## config.mk

```make
export PLATFORM = sky130hd
export DESIGN_NAME = deco_frame_sequencer
export DESIGN_NICKNAME = d
export VERILOG_FILES = /design/src/rtl/deco_pkg.sv /design/src/rtl/deco_beat_serializer.sv /design/src/rtl/deco_frame_sequencer.sv
export SDC_FILE = /design/constraint.sdc
export NUM_CORES = 1
export LEC_CHECK = 0
export ABC_AREA = 1
export BUFFER_PORTS_ARGS = -buffer_cell sky130_fd_sc_hd__buf_2
export CAP_MARGIN = 20
export CORE_UTILIZATION = 46
export DETAILED_ROUTE_END_ITERATION = 12
export PLACE_DENSITY = 0.7
export REMOVE_ABC_BUFFERS = 1
export SYNTH_ARGS = -nofsm -noshare
export SYNTH_HDL_FRONTEND = slang
export SYNTH_SLANG_ARGS = --single-unit
```

## constraint.sdc

```tcl
create_clock -name clk_p_i -period 2.9 [get_ports clk_p_i]
set_clock_uncertainty 0.1 [all_clocks]
set_input_delay 0.145 -clock clk_p_i [delete_from_list [all_inputs] [get_ports clk_p_i]]
set_output_delay 0.145 -clock clk_p_i [all_outputs]
set_load 0.005 [all_outputs]
```

## src/rtl/deco_pkg.sv

```systemverilog
// deco_pkg
// Shared definitions for the Deco frame sequencer: sequencer state
// encoding and the default beat/result geometry of the Deco core.
// No ports; imported by deco_beat_serializer and deco_frame_sequencer.
package deco_pkg;

  localparam int DECO_DATA_W = 21;
  localparam int DECO_BEATS  = 4;
  localparam int DECO_OUT_W  = 5;

  typedef enum logic [2:0] {
    IDLE   = 3'd0,
    FETCH  = 3'd1,
    SEND   = 3'd2,
    WAIT   = 3'd3,
    FINISH = 3'd4
  } deco_seq_state_t;

endpackage

```

## src/rtl/deco_beat_serializer.sv

```systemverilog
// deco_beat_serializer
// Holds one latched frame and plays it out on the Deco start/data port:
// BEATS data beats (lowest slice first) followed by one all-zero beat,
// with start high on every one of those BEATS+1 cycles.
// Ports:
//   clk, rst_n  - clock, asynchronous active-low reset
//   load        - latch frame and begin a new beat sequence
//   frame       - frame payload, DATA_W*BEATS bits
//   start       - Deco start strobe
//   data        - Deco beat data, zero outside data beats
//   last_o      - high on the final (all-zero) beat cycle
module deco_beat_serializer
  import deco_pkg::*;
#(
  parameter int DATA_W = DECO_DATA_W,
  parameter int BEATS  = DECO_BEATS
) (
  input  logic                     clk,
  input  logic                     rst_n,
  input  logic                     load,
  input  logic [DATA_W*BEATS-1:0]  frame,
  output logic                     start,
  output logic [DATA_W-1:0]        data,
  output logic                     last_o
);

  localparam int BC_W = $clog2(BEATS + 1);
  localparam logic [BC_W-1:0] BEAT_LAST = BC_W'(BEATS);

  logic [DATA_W*BEATS-1:0] frame_q;
  logic [BC_W-1:0]         beat_q;
  logic                    active_q;

  // Beat counter runs 0..BEATS while active; the BEATS cycle is the
  // trailing zero beat after which the sequence ends.
  always_ff @(posedge clk or negedge rst_n) begin
    if (!rst_n) begin
      frame_q  <= '0;
      beat_q   <= '0;
      active_q <= 1'b0;
    end else if (load) begin
      frame_q  <= frame;
      beat_q   <= '0;
      active_q <= 1'b1;
    end else if (active_q) begin
      if (beat_q == BEAT_LAST) begin
        active_q <= 1'b0;
      end else begin
        beat_q <= beat_q + 1'b1;
      end
    end
  end

  assign start  = active_q;
  assign last_o = active_q && (beat_q == BEAT_LAST);

  // Slice mux; nothing matches on the trailing beat so it drives zero.
  always_comb begin
    data = '0;
    if (active_q) begin
      for (int k = 0; k < BEATS; k++) begin
        if (beat_q == BC_W'(k)) begin
          data = frame_q[k*DATA_W +: DATA_W];
        end
      end
    end
  end

endmodule

```

## src/rtl/deco_frame_sequencer.sv

```systemverilog
// deco_frame_sequencer
// Runs num_frames_i frames through the Deco turbo-decoder core: fetches a
// frame with its expected result, serialises it, waits for the core
// result (or a timeout), and counts mismatches/timeouts as errors.
// Ports:
//   clk_p_i, reset_n_i            - clock, asynchronous active-low reset
//   run_i, num_frames_i           - run request and frame count
//   frm_valid_i/frm_ready_o       - frame handshake
//   frm_data_i, frm_exp_i         - frame payload and expected result
//   core_start_o, core_data_o     - to Deco start_i / data_i
//   core_data_i, core_done_i      - from Deco data_o / done_o
//   busy_o, done_o, pass_o        - run status
//   err_cnt_o, timeout_o          - saturating error count, sticky timeout
//   first_fail_o                  - {frame index, actual, expected}
// Optional feature: define DECO_SEQ_LOG_EN to capture the first failing
// frame in first_fail_o; otherwise it is tied to zero.
module deco_frame_sequencer
  import deco_pkg::*;
#(
  parameter int DATA_W  = DECO_DATA_W,
  parameter int BEATS   = DECO_BEATS,
  parameter int OUT_W   = DECO_OUT_W,
  parameter int CNT_W   = 10,
  parameter int TIMEOUT = 256
) (
  input  logic                      clk_p_i,
  input  logic                      reset_n_i,
  input  logic                      run_i,
  input  logic [CNT_W-1:0]          num_frames_i,
  input  logic                      frm_valid_i,
  output logic                      frm_ready_o,
  input  logic [DATA_W*BEATS-1:0]   frm_data_i,
  input  logic [OUT_W-1:0]          frm_exp_i,
  output logic                      core_start_o,
  output logic [DATA_W-1:0]         core_data_o,
  input  logic [OUT_W-1:0]          core_data_i,
  input  logic                      core_done_i,
  output logic                      busy_o,
  output logic                      done_o,
  output logic                      pass_o,
  output logic [CNT_W-1:0]          err_cnt_o,
  output logic                      timeout_o,
  output logic [CNT_W+2*OUT_W-1:0]  first_fail_o
);

  localparam int TMR_W = $clog2(TIMEOUT);
  localparam logic [TMR_W-1:0] TMR_LAST = TMR_W'(TIMEOUT - 1);

  deco_seq_state_t state_q, state_d;

  logic [CNT_W-1:0] num_q;
  logic [CNT_W-1:0] frame_idx_q;
  logic [OUT_W-1:0] exp_q;
  logic [TMR_W-1:0] tmr_q;
  logic [CNT_W-1:0] err_q;
  logic             tmo_flag_q;
  logic             pass_q;
  logic             done_q;

  logic run_accept;
  logic frame_accept;
  logic ser_last;
  logic result;
  logic tmo;
  logic fail;
  logic last_frame;

  assign run_accept   = (state_q == IDLE) && run_i;
  assign frame_accept = (state_q == FETCH) && frm_valid_i;
  assign result       = (state_q == WAIT) && core_done_i;
  // A done on the final timer cycle wins over the timeout.
  assign tmo          = (state_q == WAIT) && !core_done_i && (tmr_q == TMR_LAST);
  assign fail         = (result && (core_data_i != exp_q)) || tmo;
  assign last_frame   = (frame_idx_q == (num_q - CNT_W'(1)));

  deco_beat_serializer #(
    .DATA_W (DATA_W),
    .BEATS  (BEATS)
  ) u_ser (
    .clk    (clk_p_i),
    .rst_n  (reset_n_i),
    .load   (frame_accept),
    .frame  (frm_data_i),
    .start  (core_start_o),
    .data   (core_data_o),
    .last_o (ser_last)
  );

  // Run sequencing: one frame at a time through fetch, send and wait.
  always_comb begin
    state_d = state_q;
    case (state_q)
      IDLE:    if (run_i) state_d = (num_frames_i == '0) ? FINISH : FETCH;
      FETCH:   if (frm_valid_i) state_d = SEND;
      SEND:    if (ser_last) state_d = WAIT;
      WAIT:    if (core_done_i || tmo) state_d = last_frame ? FINISH : FETCH;
      FINISH:  state_d = IDLE;
      default: state_d = IDLE;
    endcase
  end

  // Run bookkeeping. The wait timer is held at zero outside WAIT so each
  // WAIT visit starts counting from zero; SEND always precedes WAIT.
  always_ff @(posedge clk_p_i or negedge reset_n_i) begin
    if (!reset_n_i) begin
      state_q     <= IDLE;
      num_q       <= '0;
      frame_idx_q <= '0;
      exp_q       <= '0;
      tmr_q       <= '0;
      err_q       <= '0;
      tmo_flag_q  <= 1'b0;
      pass_q      <= 1'b0;
      done_q      <= 1'b0;
    end else begin
      state_q <= state_d;
      done_q  <= (state_q == FINISH);
      if (run_accept) begin
        num_q       <= num_frames_i;
        frame_idx_q <= '0;
        err_q       <= '0;
        tmo_flag_q  <= 1'b0;
        pass_q      <= 1'b0;
      end
      if (frame_accept) begin
        exp_q <= frm_exp_i;
      end
      if (state_q == WAIT) begin
        tmr_q <= tmr_q + 1'b1;
      end else begin
        tmr_q <= '0;
      end
      if (fail && (err_q != '1)) begin
        err_q <= err_q + 1'b1;
      end
      if (tmo) begin
        tmo_flag_q <= 1'b1;
      end
      if (result || tmo) begin
        frame_idx_q <= frame_idx_q + 1'b1;
      end
      if (state_q == FINISH) begin
        pass_q <= (err_q == '0);
      end
    end
  end

  assign busy_o      = (state_q != IDLE);
  assign frm_ready_o = (state_q == FETCH);
  assign done_o      = done_q;
  assign pass_o      = pass_q;
  assign err_cnt_o   = err_q;
  assign timeout_o   = tmo_flag_q;

`ifdef DECO_SEQ_LOG_EN
  logic                      logged_q;
  logic [CNT_W+2*OUT_W-1:0]  ff_q;
  logic [OUT_W-1:0]          actual;

  // A timed-out frame has no core result, so it is logged as zero.
  assign actual = tmo ? {OUT_W{1'b0}} : core_data_i;

  // Only the first failure of a run is kept.
  always_ff @(posedge clk_p_i or negedge reset_n_i) begin
    if (!reset_n_i) begin
      logged_q <= 1'b0;
      ff_q     <= '0;
    end else if (run_accept) begin
      logged_q <= 1'b0;
      ff_q     <= '0;
    end else if (fail && !logged_q) begin
      logged_q <= 1'b1;
      ff_q     <= {frame_idx_q, actual, exp_q};
    end
  end

  assign first_fail_o = ff_q;
`else
  assign first_fail_o = '0;
`endif

endmodule
```

Word level (Yosys, flattened, before mapping). Index checks and enable logic that the tools add are counted.

Add/sub/neg operators: 5. Equality and inequality tests: 17. Multiplexer cells: 25. Reduce and logical (&&, ||, !) cells: 24.

Operators with widths (number): $mux W21 (5); $mux W10 (3); $mux W3 (9); $add A10 B1 Y10 const B (2); $logic_not A10 Y1 (2); $eq A3 B2 Y1 const B (4); $pmux W3 S4 (1); $eq A10 B10 Y1 (1); $ne A10 B10 Y1 const B (1); $ne A2 B2 Y1 const B (5); $reduce_bool A2 Y1 (5); $sub A10 B1 Y10 const B (1); $add A8 B1 Y8 const B (1); $eq A8 B8 Y1 const B (1); $logic_and A1 B1 Y1 (8); $mux W8 (1); $eq A3 B1 Y1 const B (2); $eq A3 B3 Y1 const B (2); $logic_not A3 Y1 (2); $mux W1 (6); $ne A5 B5 Y1 (1); $reduce_and A4 Y1 (1); $add A3 B1 Y3 const B (1); $logic_or A1 B1 Y1 (3); other kinds (3) (3).

Register bits: 137. Input bits: 109. Output and inout port bits: 57. Word-level logic and storage cells: 83.

Logic depth before layout (Yosys ltp).
Depth after elaboration: 6. Depth in mapped cells: 14. Gate-level depth less buffers: 14.

Modules after synthesis. Synthesis repeated with hierarchy kept, for this count alone.

Cells, all modules: 958. Area, all modules: 7260.7 sq um.

By module, submodules not included: deco_beat_serializer (times used 1, cells an instance 569, area an instance 4310.4 sq um); deco_frame_sequencer (times used 1, cells an instance 389, area an instance 2950.3 sq um).

Worst setup path after synthesis. Ideal clock, no wire load.

Kind: reg-to-reg. From: register tmr_q[0]. To: register err_q[9], in the netlist err_cnt_o[9]. Arrival time: 1.498 ns. Setup slack: 1.184 ns. Cell stages (with the launch flop): 10. Cells stage by stage: dfrtp_1 > ha_1 > nand3_2 > nor2_4 > nand4_4 > a21oi_4 > nand3_2 > buf_6 > nand3_1 > o21ai_2.

Word-level cells in the longest chain between the ends: 5.

Ends and longest elaborated chain: from (decl) (line deco_frame_sequencer.sv:54) `logic [TMR_W-1:0] tmr_q;`; from (signal assigned) (line deco_frame_sequencer.sv:129) `tmr_q <= tmr_q + 1'b1;`; $eq A8 B8 Y1 (*) (line deco_frame_sequencer.sv:72) `assign tmo = (state_q == WAIT) && !core_done_i && (tmr_q == TMR_LAST);`; $logic_and A1 B1 Y1 (*) (line deco_frame_sequencer.sv:72); $logic_or A1 B1 Y1 (*) (line deco_frame_sequencer.sv:73) `assign fail = (result && (core_data_i != exp_q)) || tmo;`; $logic_and A1 B1 Y1 (*) (line deco_frame_sequencer.sv:133) `if (fail && (err_q != '1)) begin`; $mux W10 or $reduce_bool A2 Y1 (tied branches); to (signal assigned) (line deco_frame_sequencer.sv:134) `err_q <= err_q + 1'b1;`; to (decl) (line deco_frame_sequencer.sv:55) `logic [CNT_W-1:0] err_q;`.

Mark *: on every way between the ends. The rest lies on a longest branch, timed or not. A chain may end at the register's enable or synchronous reset.

Final worst setup path.
From: register u_ser.beat_q[0]. To: output port core_data_o[16].

Word-level cells in the longest chain between the ends: 6.

Ends and longest elaborated chain: from (decl) (line deco_beat_serializer.sv:31) `logic [BC_W-1:0] beat_q;`; from (signal assigned) (line deco_beat_serializer.sv:49) `beat_q <= beat_q + 1'b1;`; $logic_not A3 Y1 (line deco_beat_serializer.sv:62) `if (beat_q == BC_W'(k)) begin`; $mux W21 (3 in series) (line deco_beat_serializer.sv:62); $mux W21 (*) (line deco_beat_serializer.sv:62); $mux W21 (*) (line deco_beat_serializer.sv:60) `if (active_q) begin`; to (decl) (line deco_frame_sequencer.sv:35) `output logic [DATA_W-1:0] core_data_o,`.

Marks and branches as above.

==> metrics.cfg <==
[status]
outcome = complete, no violations

[critical_path]
worst_setup_path_start_kind = flop
r2r_end = err_cnt_o[6]
r2r_slack_ns = 0.70
required_ns = 2.65
cp.arrival_ns = 2.39
critPathCaptureType = primary output
regToRegStartpoint = tmr_q[0]
critPathKind = reg2out
worstPathMaxFanout = 30
ff2ff_path_depth = 8

[drt]
dr.pass1.iters = 5
drt_iter0_markers = 545
wl_per_cell_um = 14.15
drc_errors = 0
ant_nets = 0
vias = 6894
viasPerCell = 5.058
wl_um = 19280

[min_path]
min_to = state_q[0]
hold-path-cell-count = 4
hp-start = frm_valid_i
min_path_type = in2reg

[clocking]
cts_resized = 0
cts_tree = done
cts-root-buf = clkbuf_16
cts_buffers = 17
clk_path_buf_depth = 2
h-tree-depth = 4
clk_pin_slew_ns = 0.06
clkSinkCount = 137
insertion_delay_ns = 0.42

[global_route]
grt_pass1_wl_um = 32000
grt_use_total_pct = 25.37
antenna_found_initial = 0
grt_pass1_vias = 6810
grt_overflow = 0
grt_max_degree = 96

[cells_and_area]
stdcell_area_um2 = 9537
fin_util_pct = 62.97
stdcell_count = 1363
num-nets-final = 1281
insertedDiodeCount = 0
synthToLayoutAreaGrowth_pct = 33.67
drive_above_1_share_pct = 17.87

[place]
dpl.hpwl_um = 11360
pre_cts_ws_ns = 0.6853
placed_area_um2 = 7915
numPortBuffers = 145
place_congestion = 0.8299
dp_cells = 1230

[yosys]
synth_enable_flop_cells = 0
async_reset_ff_share_pct = 100.0
yosysWarnings = 0
synth-seq-cells = 137
synth_cell_types = 40
synth_seq_area_share_pct = 48.05
synth_area_per_cell_um2 = 7.704
netlist_instances = 926
synth_flop_cell = dfrtp_1
netlist_area_um2 = 7134

[power_and_ir_drop]
finalPower_mw = 8.579
ir_drop_mv = 0.6293
p_leak_nw = 5.006
p_per_area_nw_per_um2 = 899.6

[die]
die_y_um = 126.5
rows = 45
start_util_pct = 47.10
io_pins = 166
die_w_um = 126.5
core-area_um2 = 15150
die_area_um2 = 16010

[timing]
min_period_over_period_pct = 90.83
hold_viol = 0
fin_ws_ns = 0.2660
worstMarginPinSlew_ns = 0.9410
slew_headroom_pct = 37.27
setup_viol = 0
fmax_mhz = 379.7
setup_tns_ns = 0
hold_slack_ns = 0.07336
min_period_ns = 2.634
drv_slew = 0
rsz0062_at_grt = false

[job]
drv_cap = 0

cells by family after synthesis:
group / count (synthesis) / synth area share (%)
simple gates: 522 / 29.99
flops: 137 / 48.05
buf+inv: 133 / 8.997
compound gates: 108 / 9.313
xor+xnor: 15 / 1.842
fa+ha+maj: 10 / 1.754
other cells: 1 / 0.05256
cells in the mapped netlist (all sizes together) (2+ instances only):
master	n	area [um^2]
nand4	6	52.55
o21ai	40	234.0
a21oi	35	186.4
nor3	5	30.03
nor2	36	145.1
ha	10	125.1
dfrtp	137	3428
or2	2	12.52
nand2	390	1469
o211ai	21	157.7
o22ai	6	37.54
inv	73	274.0
xnor2	2	17.52
xor2	13	113.9
nand3	80	410.4
buf	39	289.0
clkbuf	21	78.83
nor4	2	12.51
worst max path at each step:
stage / startpoint / endpoint / slack, ns / cells past startpoint
4_1_cts: u_ser.beat_q[0] / core_data_o[0] / 0.26 / 10
2_1_floorplan: state_q[2] / u_ser.beat_q[0] / -1.11 / 6
3_3_place_gp: tmr_q[0] / err_cnt_o[9] / 0.77 / 8
3_5_place_dp: tmr_q[0] / err_cnt_o[3] / 0.69 / 8
5_1_grt: u_ser.beat_q[0] / core_data_o[0] / 0.05 / 10
6_report: u_ser.beat_q[0] / core_data_o[16] / 0.27 / 8
flip-flops by register name, indices dropped and copies added (netlist names):
register	count
tmr_q	8
exp_q	5
u_ser.frame_q	84
timeout_o	1
u_ser.beat_q	3
u_ser.start	1
frame_idx_q	10
done_o	1
num_q	10
err_cnt_o	10
state_q	3
pass_o	1
placed cells by master (no fill, tap or decap), types with 3 or more instances in the layout:
master / synthesis / final
buf_2: 6 / 144
buf_4: 26 / 11
clkbuf_16: 0 / 17
nor2_1: 34 / 33
nor3_1: 4 / 4
o21ai_0: 30 / 30
inv_1: 72 / 72
nand3_1: 78 / 78
a21oi_1: 34 / 34
o22ai_1: 6 / 6
ha_1: 10 / 10
dlygate4sd3_1: 0 / 101
inv_6: 0 / 3
xor2_1: 13 / 13
conb_1: 1 / 20
clkinv_4: 0 / 3
nand4_1: 5 / 5
dfrtp_1: 137 / 137
o211ai_1: 21 / 21
nand2_1: 388 / 388
o21ai_2: 9 / 9
bufinv_16: 0 / 3
layer usage:
layer / global-route usage (%) / vias to the layer above / wire [um]
li1: - / 3385 / -
met1: 31.14 / 3193 / 8199
met2: 42.67 / 274 / 9425
met3: 6.706 / 42 / 1221
met4: 9.993 / 0 / 436
met5: 0 / - / 0
what timing repair did:
item / 4_1_cts / 5_1_grt
hold endpoints to repair: 167 / 0
hold buffers: 101 / 0
buffers inserted: 0 / 0
cell type report:
type                    instances  area, um^2
fillers                      1262        5609
flip-flops and latches        137        3428
multi-input cells             675        3143
repair buffers                258        1846
clock buffers                  19       442.9
inverters                      73       274.0
well taps                     188       235.2
clock inverters                13       167.7
critical path: stages (launching register included):
cell and delay, ns:
dfrtp_1 0.37, inv_1 0.10, ha_1 0.21, nand2_1 0.37, buf_4 0.41, nand3_1 0.14, o211ai_1 0.11, a21oi_1 0.10
buf_2 0.15
power breakdown:
group / switching, mW / leakage, nW / internal, mW
clock network: 0.862 / 0.294 / 1.38
registers: 0.467 / 1.75 / 2.64
logic: 2.03 / 2.96 / 1.19
total: 3.36 / 5.01 / 5.22
Note: power is estimated with default switching activity, not from simulation.
